--- config.mk ---
export PLATFORM = sky130hd
export DESIGN_NAME = branch_target_buffer_flat
export DESIGN_NICKNAME = d
export VERILOG_FILES = /design/src/rtl/branch_target_buffer_pkg.sv /design/src/rtl/branch_target_buffer_if.sv /design/src/rtl/bpb_sat_counter.sv /design/src/rtl/branch_target_buffer.sv /design/src/flat_wrapper.sv
export SDC_FILE = /design/constraint.sdc
export NUM_CORES = 2
export LEC_CHECK = 0
export CORE_UTILIZATION = 35
export CTS_CLUSTER_DIAMETER = 150
export CTS_CLUSTER_SIZE = 28
export DETAILED_ROUTE_END_ITERATION = 10
export PLACE_DENSITY_LB_ADDON = 0.12
export SLEW_MARGIN = 20
export SYNTH_ARGS = -nofsm -noshare
export SYNTH_HDL_FRONTEND = slang
export SYNTH_HIERARCHICAL = 1
export SYNTH_SLANG_ARGS = --single-unit
--- constraint.sdc ---
create_clock -name clk -period 25.2 [get_ports clk]
set_clock_uncertainty 0.15 [all_clocks]
set_input_delay 5.04 -clock clk [delete_from_list [all_inputs] [get_ports clk]]
set_output_delay 5.04 -clock clk [all_outputs]
set_load 0.1 [all_outputs]
--- src/rtl/branch_target_buffer_pkg.sv ---
// Shared types and constants for the branch target buffer.
// Pure definitions; no latency, no flow control.
package bpb_pkg;

  typedef logic [1:0] bpb_cnt_t;

  localparam bpb_cnt_t CNT_INIT = 2'b01;
  localparam bpb_cnt_t CNT_MAX  = 2'b11;
  localparam bpb_cnt_t CNT_MIN  = 2'b00;

endpackage

--- src/rtl/branch_target_buffer_if.sv ---
// Lookup, allocation and resolution bundle between fetch/execute/controller and the BTB.
// Master drives requests; slave (the table) answers combinationally, no backpressure.
interface branch_target_buffer_if #(
  parameter int TAG_WIDTH = 30
);
  logic [TAG_WIDTH-1:0] lk_addr;
  logic                 hit;
  logic                 pred_taken;
  logic [TAG_WIDTH-1:0] pred_target;

  logic                 w_en;
  logic                 set_valid;
  logic [TAG_WIDTH-1:0] set_tag;

  logic                 rs_valid;
  logic [TAG_WIDTH-1:0] rs_addr;
  logic                 rs_taken;
  logic [TAG_WIDTH-1:0] rs_target;
  logic                 conflict;

  modport master (
    output lk_addr, w_en, set_valid, set_tag, rs_valid, rs_addr, rs_taken, rs_target,
    input  hit, pred_taken, pred_target, conflict
  );

  modport slave (
    input  lk_addr, w_en, set_valid, set_tag, rs_valid, rs_addr, rs_taken, rs_target,
    output hit, pred_taken, pred_target, conflict
  );
endinterface

--- src/rtl/bpb_sat_counter.sv ---
// Next-state of a 2-bit saturating direction counter; combinational, 0 cycles.
// Holds its value when en is low; no flow control.
module bpb_sat_counter
  import bpb_pkg::*;
(
  input  bpb_cnt_t cnt,
  input  logic     taken,
  input  logic     en,
  output bpb_cnt_t cnt_nxt
);

  always_comb begin
    cnt_nxt = cnt;
    if (en) begin
      if (taken) begin
        if (cnt != CNT_MAX) cnt_nxt = cnt + 2'd1;
      end else if (cnt != CNT_MIN) begin
        cnt_nxt = cnt - 2'd1;
      end
    end
  end

endmodule

--- src/rtl/branch_target_buffer.sv ---
// Fully-associative BTB: 0-cycle lookup/conflict, writes visible next cycle; stall freezes all state.
// Optional statistics counters are built only when BPB_STATS_EN is defined.
module branch_target_buffer
  import bpb_pkg::*;
#(
  parameter int ENTRIES   = 8,
  parameter int TAG_WIDTH = 30
) (
  input  logic                   clk,
  input  logic                   reset,
  input  logic                   stall,
  input  logic                   flush,
  branch_target_buffer_if.slave  bus,
  output logic [31:0]            st_lookups,
  output logic [31:0]            st_hits,
  output logic [31:0]            st_conflicts
);

  localparam int IW = $clog2(ENTRIES);
  typedef logic [IW-1:0] idx_t;

  typedef struct packed {
    logic                 valid;
    logic [TAG_WIDTH-1:0] tag;
    bpb_cnt_t             cnt;
    logic [TAG_WIDTH-1:0] target;
  } bpb_entry_t;

  bpb_entry_t         tbl [ENTRIES];
  idx_t               rr;
  logic [ENTRIES-1:0] lk_match, al_match, rs_match, cnt_en;
  idx_t               lk_idx, al_idx, rs_idx, wr_idx;
  logic               al_do, al_hit, rs_hit, rs_do;
  bpb_cnt_t           cnt_nxt [ENTRIES];

  // Tags are unique among valid entries, so OR-ing matching indices yields the single hit.
  always_comb begin
    lk_match = '0;
    al_match = '0;
    rs_match = '0;
    lk_idx   = '0;
    al_idx   = '0;
    rs_idx   = '0;
    for (int i = 0; i < ENTRIES; i++) begin
      lk_match[i] = tbl[i].valid && (tbl[i].tag == bus.lk_addr);
      al_match[i] = tbl[i].valid && (tbl[i].tag == bus.set_tag);
      rs_match[i] = tbl[i].valid && (tbl[i].tag == bus.rs_addr);
      if (lk_match[i]) lk_idx |= idx_t'(i);
      if (al_match[i]) al_idx |= idx_t'(i);
      if (rs_match[i]) rs_idx |= idx_t'(i);
    end
  end

  assign bus.hit         = |lk_match;
  assign bus.pred_taken  = bus.hit & tbl[lk_idx].cnt[1];
  assign bus.pred_target = bus.pred_taken ? tbl[lk_idx].target
                                          : bus.lk_addr + TAG_WIDTH'(1);

  assign rs_hit       = |rs_match;
  assign bus.conflict = bus.rs_valid & rs_hit &
                        ((tbl[rs_idx].cnt[1] != bus.rs_taken) |
                         (bus.rs_taken & (tbl[rs_idx].target != bus.rs_target)));

  assign al_do  = bus.w_en & ~flush & ~stall;
  assign al_hit = |al_match;
  assign wr_idx = al_hit ? al_idx : rr;
  assign rs_do  = bus.rs_valid & ~stall & rs_hit;

  // An allocation landing on the resolved entry supersedes the resolution.
  for (genvar g = 0; g < ENTRIES; g++) begin : g_cnt
    assign cnt_en[g] = rs_do & rs_match[g] & ~(al_do & (wr_idx == idx_t'(g)));
    bpb_sat_counter u_cnt (
      .cnt     (tbl[g].cnt),
      .taken   (bus.rs_taken),
      .en      (cnt_en[g]),
      .cnt_nxt (cnt_nxt[g])
    );
  end

  always_ff @(posedge clk or posedge reset) begin
    if (reset) begin
      rr <= '0;
      for (int i = 0; i < ENTRIES; i++) begin
        tbl[i] <= '{valid: 1'b0, tag: '0, cnt: CNT_INIT, target: '0};
      end
    end else begin
      if (al_do && !al_hit) rr <= rr + idx_t'(1);
      for (int i = 0; i < ENTRIES; i++) begin
        if (al_do && (wr_idx == idx_t'(i))) begin
          tbl[i] <= '{valid: bus.set_valid, tag: bus.set_tag, cnt: CNT_INIT, target: '0};
        end else if (cnt_en[i]) begin
          tbl[i].cnt <= cnt_nxt[i];
          if (bus.rs_taken) tbl[i].target <= bus.rs_target;
        end
      end
    end
  end

`ifdef BPB_STATS_EN
  always_ff @(posedge clk or posedge reset) begin
    if (reset) begin
      st_lookups   <= '0;
      st_hits      <= '0;
      st_conflicts <= '0;
    end else if (!stall) begin
      st_lookups <= st_lookups + 32'd1;
      if (bus.hit)      st_hits      <= st_hits + 32'd1;
      if (bus.conflict) st_conflicts <= st_conflicts + 32'd1;
    end
  end
`else
  assign st_lookups   = '0;
  assign st_hits      = '0;
  assign st_conflicts = '0;
`endif

endmodule

--- src/flat_wrapper.sv ---
// flat-port wrapper written by rule: the top's interface ports become plain ports
module branch_target_buffer_flat import bpb_pkg::*;
#(
  parameter int ENTRIES   = 8,
  parameter int TAG_WIDTH = 30
)
  (clk, reset, stall, flush, st_lookups, st_hits, st_conflicts, bus_lk_addr, bus_w_en, bus_set_valid, bus_set_tag, bus_rs_valid, bus_rs_addr, bus_rs_taken, bus_rs_target, bus_hit, bus_pred_taken, bus_pred_target, bus_conflict);
  branch_target_buffer_if #(.TAG_WIDTH(TAG_WIDTH)) bus_i ();
  input  logic clk;
  input  logic reset;
  input  logic stall;
  input  logic flush;
  output logic [31:0] st_lookups;
  output logic [31:0] st_hits;
  output logic [31:0] st_conflicts;
  input wire logic [$bits(bus_i.lk_addr)-1:0] bus_lk_addr;
  input wire logic [$bits(bus_i.w_en)-1:0] bus_w_en;
  input wire logic [$bits(bus_i.set_valid)-1:0] bus_set_valid;
  input wire logic [$bits(bus_i.set_tag)-1:0] bus_set_tag;
  input wire logic [$bits(bus_i.rs_valid)-1:0] bus_rs_valid;
  input wire logic [$bits(bus_i.rs_addr)-1:0] bus_rs_addr;
  input wire logic [$bits(bus_i.rs_taken)-1:0] bus_rs_taken;
  input wire logic [$bits(bus_i.rs_target)-1:0] bus_rs_target;
  output wire logic [$bits(bus_i.hit)-1:0] bus_hit;
  output wire logic [$bits(bus_i.pred_taken)-1:0] bus_pred_taken;
  output wire logic [$bits(bus_i.pred_target)-1:0] bus_pred_target;
  output wire logic [$bits(bus_i.conflict)-1:0] bus_conflict;
  assign bus_i.lk_addr = bus_lk_addr;
  assign bus_i.w_en = bus_w_en;
  assign bus_i.set_valid = bus_set_valid;
  assign bus_i.set_tag = bus_set_tag;
  assign bus_i.rs_valid = bus_rs_valid;
  assign bus_i.rs_addr = bus_rs_addr;
  assign bus_i.rs_taken = bus_rs_taken;
  assign bus_i.rs_target = bus_rs_target;
  assign bus_hit = bus_i.hit;
  assign bus_pred_taken = bus_i.pred_taken;
  assign bus_pred_target = bus_i.pred_target;
  assign bus_conflict = bus_i.conflict;
  branch_target_buffer #(.ENTRIES(ENTRIES), .TAG_WIDTH(TAG_WIDTH)) u_core (.clk(clk), .reset(reset), .stall(stall), .flush(flush), .bus(bus_i), .st_lookups(st_lookups), .st_hits(st_hits), .st_conflicts(st_conflicts));
endmodule
==> metrics.md <==
| Metric | Value |
|---|---|
| Status | `completed` |
| TNS Setup | `0 ns` |
| Critical Path Fanout Max | `80` |
| Hold buffer count at cts | `0` |
| Sequential power share | `~46%` |
| Die width | `~330 um` |
| Hold Crit Depth | `1` |
| Yosys warns | `6` |
| Period Utilization, post-route | `around two thirds` |
| TritonCTS clock tree | `yes` |
| Pwr/cell area | `75.3 nW/um2` |
| RR Endpoint | `u_core/tbl[472]` |
| Critical path required time | `about 20 ns` |
| First-pass GRT wire length | `between 200 and 250 mm` |
| Flops & latches, synth | `just over 500` |
| Top cell by count, worst path | `buf_4` |
| Worst EP arrival | `~12 ns` |
| RSZ-0062 raised after global routing | `no` |
| Die area | `roughly 110000 um2` |
| Crit path buf inv count | `6` |
| Largest net degree at the start of global routing | `~140` |
| Final min period | `17.04 ns` |
| WL per Instance | `roughly 32 um` |
| Dominant synthesized flop cell | `dfrtp_1` |
| Share of cells above drive strength 1 | `about 13%` |
| CTS sink count | `between 500 and 600` |
| Clock-pin slew on the worst setup and hold paths | `~0.12 ns` |
| # nets final | `just under 4k` |
| Vias in the first global route | `29.8k` |
| DRC viols | `0` |
| Worst hold start | `u_core/rr[2]` |
| Pint | `1.68 mW` |
| Setup-failing EPs final | `0` |
| Core Area | `104000 um2` |
| Htree depth | `1` |
| Critical Path End Type | `output port` |
| Top-area cell type share of the netlist area | `34.1%` |
| Area grow syn2layout | `8.00%` |
| IO Count | `approximately 260` |
| Global Route Usage Sum | `31.1%` |
| Final hold vios | `0` |
| Postcts setup bufs | `0` |
| Slowest-stage cell, CP | `clkdlybuf4s50_1` |
| Number of synthesized flops with an enable pin | `0` |
| Max Cap Viol | `0` |
| Global route overflow | `0` |
| Async S/R FF share, synth | `between 90% and 100%` |
| Clock Path Buffers | `3` |
| Initial antenna violation count | `7` |
| Syn Inst Count | `roughly 3.8k` |
| Resized Gates After CTS | `0` |
| Row cnt | `roughly 120` |
| Initial Util | `between 30% and 40%` |
| Crit Path Category | `in2out` |
| Placed Area | `38900 um2` |
| Design Area, Final | `39600 um2` |
| Root Driver | `clkbuf_16` |
| Vias | `30.5k` |
| Sw frac | `between 40 and 50%` |
| Fill cell count | `approximately 11k` |
| Nature of the critical path startpoint | `input pin` |
| Drt pass-1 iters | `5` |
| Worst path cell trace | `clkdlybuf4s50_1 -> buf_4 -> xnor2_1 -> nand4_1 -> or4_1 -> nor4_2 -> a41oi_1 -> buf_4 -> nand3_4 -> buf_4 -> mux2i_1 -> mux2_2 -> o21ai_4 -> buf_4 -> a211oi_1 -> a21oi_1 -> clkdlybuf4s50_1` |
| Placer congestion estimate | `0.969` |
| R2r startpoint | `u_core/tbl[285]` |
| Post-synthesis sequential area ratio | `roughly a third` |
| Die height | `between 300 and 400 um` |
| DPL Wire Length | `between 100 and 150 mm` |
| Leakage | `about 16 nW` |
| Fmax | `~59 MHz` |
| Vias per Instance | `5.87` |
| Num CTS Buffers | `22` |
| Synth Cell Area | `between 30000 and 40000 um2` |
| Routed WL | `169 mm` |
| Clock power share | `between 15 and 20%` |
| Yosys top cell by area | `dfrtp_1` |
| Hold Crit Endpoint | `u_core/rr[2]` |
| Hold Path Class | `reg2reg` |
| Net load switching power | `about 1.3 mW` |
| Slew Viols, Final | `0` |
| Delay of the slowest critical-path stage | `approximately 1.3 ns` |
| Worst ir drop on vdd | `slightly above 0.05 mV` |
| Area contributors post-synth | `dfrtp_1 (34%), xnor2_1 (13%), mux2i_1 (9.6%)` |
| Library cells used by synthesis | `between 80 and 90` |
| CP delay by family, top | `buffers and inverters` |
| Buffers added on ports | `160` |
| Avg Cell Area, Syn | `9.61 um2` |
| Worst R2R Setup Slack | `19.69 ns` |
| Worst-Margin Slew | `between 1 and 1.5 ns` |
| Final ANT Viol Nets | `0` |
| R2R cell count | `15` |
| Logic pwr share | `between 30 and 40%` |
| Initial DRC Count | `between 3k and 4k` |
| Skew-Pair Late Insertion Delay | `approximately 0.64 ns` |
| Worst slew margin | `between 20% and 30%` |
[Yosys cell counts (9+ instances only)]
cell type  count
xnor2_1      528
mux2_1        16
mux2i_1      350
and2_1         9
buf_4        143
nand4_1      208
buf_1         20
a21oi_1      211
a221oi_1      12
nor3_1        24
nor4_1       101
and3_1        17
nor4b_1       10
a22o_1        39
clkbuf_1      71
o22ai_1        9
xor2_1       245
nand3b_1      12
nand3_1       49
o21ai_0        9
buf_2        151
nor3b_1       10
dfrtp_1      499
nor2_1       221
buf_6         18
nand2_1      361
o211ai_2       9
a211oi_1      31
mux2_2       269
nor2b_1       11
inv_1         22
[state kept, by name, indices dropped and copies added, names as in the netlist]
signal,count
u_core/tbl,504
u_core/rr,3
[kinds of logic after synthesis]
kind of cell	count (synthesis)	synth area share (%)
buffers and inverters	426	6.74
AND/OR/NAND/NOR	1108	15.4
other	1	0.0102
XOR/XNOR	773	18.5
AO/OA/AOI/OAI	360	6.36
flip-flops	507	34.6
multiplexers	635	18.3
adder cells (fa/ha/maj)	2	0.0683
[power by group through the flow]
stage | clock network, mW | logic [mW] | registers [mW]
final | 0.470 | 1.13 | 1.38
after global routing | 0.508 | 1.21 | 1.39
after CTS | 0.484 | 1.12 | 1.37
after detailed placement | 0 | 1.11 | 1.38
after global placement | 0 | 1.12 | 1.39
after floorplan | 0 | 0.891 | 1.22
[worst register-to-register path, stage by stage (launching register included)]
cell	delay [ns]
dfrtp_1	0.55
xnor2_1	0.16
nand4_1	0.10
nor4_1	0.47
nand4_1	0.56
and4_1	0.43
nor2b_2	0.19
a21oi_2	0.34
nand2_1	0.27
nor2_4	0.83
buf_4	0.64
nor2_1	0.20
nor2b_1	0.18
o22ai_1	0.16
nand2_1	0.06
a21oi_1	0.16
[metal layers]
metal	vias up	share of wire, %	global-route usage (%)
li1	13000	-	-
met1	15500	42	40.8
met2	1540	45	49.5
met3	415	7.3	5.44
met4	2	5.6	14.6
met5	-	0.0047	0
[area by class of cell]
| type | instances | area (um2) | share of cell area (%) |
|---|---|---|---|
| antenna | 3 | 7.51 | 0.0190 |
| clock buffer | 31 | 606 | 1.53 |
| clock inverter | 2 | 25.0 | 0.0632 |
| inverter | 22 | 90.1 | 0.228 |
| multi-input combinational | 2974 | 21900 | 55.4 |
| sequential | 507 | 12700 | 32.1 |
| tap | 1380 | 1730 | 4.36 |
| timing repair buffer | 281 | 2500 | 6.32 |
[stage by stage]
stage	hold slack (ns)	instances	util, %	power (mW)	setup WS (ns)
CTS	0.332	5197	38.2	2.97	8.42
detailed placement	0.311	5164	37.6	2.49	8.44
global placement	0.311	5164	37.6	2.50	8.53
floorplan	0.287	3907	-	2.11	5.87
global route	0.377	5200	38.2	3.10	8.11
finish	0.335	5200	38.2	2.98	8.16
[cell usage in the layout (no fill, tap or decap), types with 9 or more instances in the layout]
cell	count
and2_1	9
o21ai_0	9
and3_1	17
clkdlybuf4s50_1	153
nor3_1	21
o211ai_2	9
nand3b_1	12
nand4_1	208
a22o_1	39
xnor2_1	528
nor2_1	220
nor4b_1	10
nor4_1	101
clkbuf_16	23
nand3_1	48
a211oi_1	31
a221oi_1	12
dfrtp_1	499
mux2_1	16
inv_1	21
buf_4	119
mux2_2	269
conb_1	96
nor2b_1	11
mux2i_1	350
xor2_1	245
o22ai_1	9
nand2_1	355
a21oi_1	209
[how the worst max path moves through the flow]
stage / cells past startpoint / to / slack (ns) / startpoint
final: 17 / bus_pred_target[27] / 8.16 / bus_lk_addr[1]
after detailed placement: 17 / bus_pred_target[25] / 8.44 / bus_lk_addr[2]
after global placement: 17 / bus_pred_target[25] / 8.53 / bus_lk_addr[1]
after floorplan: 1 / u_core/rr[0] / 5.87 / reset
after CTS: 17 / bus_pred_target[25] / 8.42 / bus_lk_addr[1]
after global routing: 17 / bus_pred_target[27] / 8.11 / bus_lk_addr[2]
No activity file was read; power rests on OpenSTA's default activity.
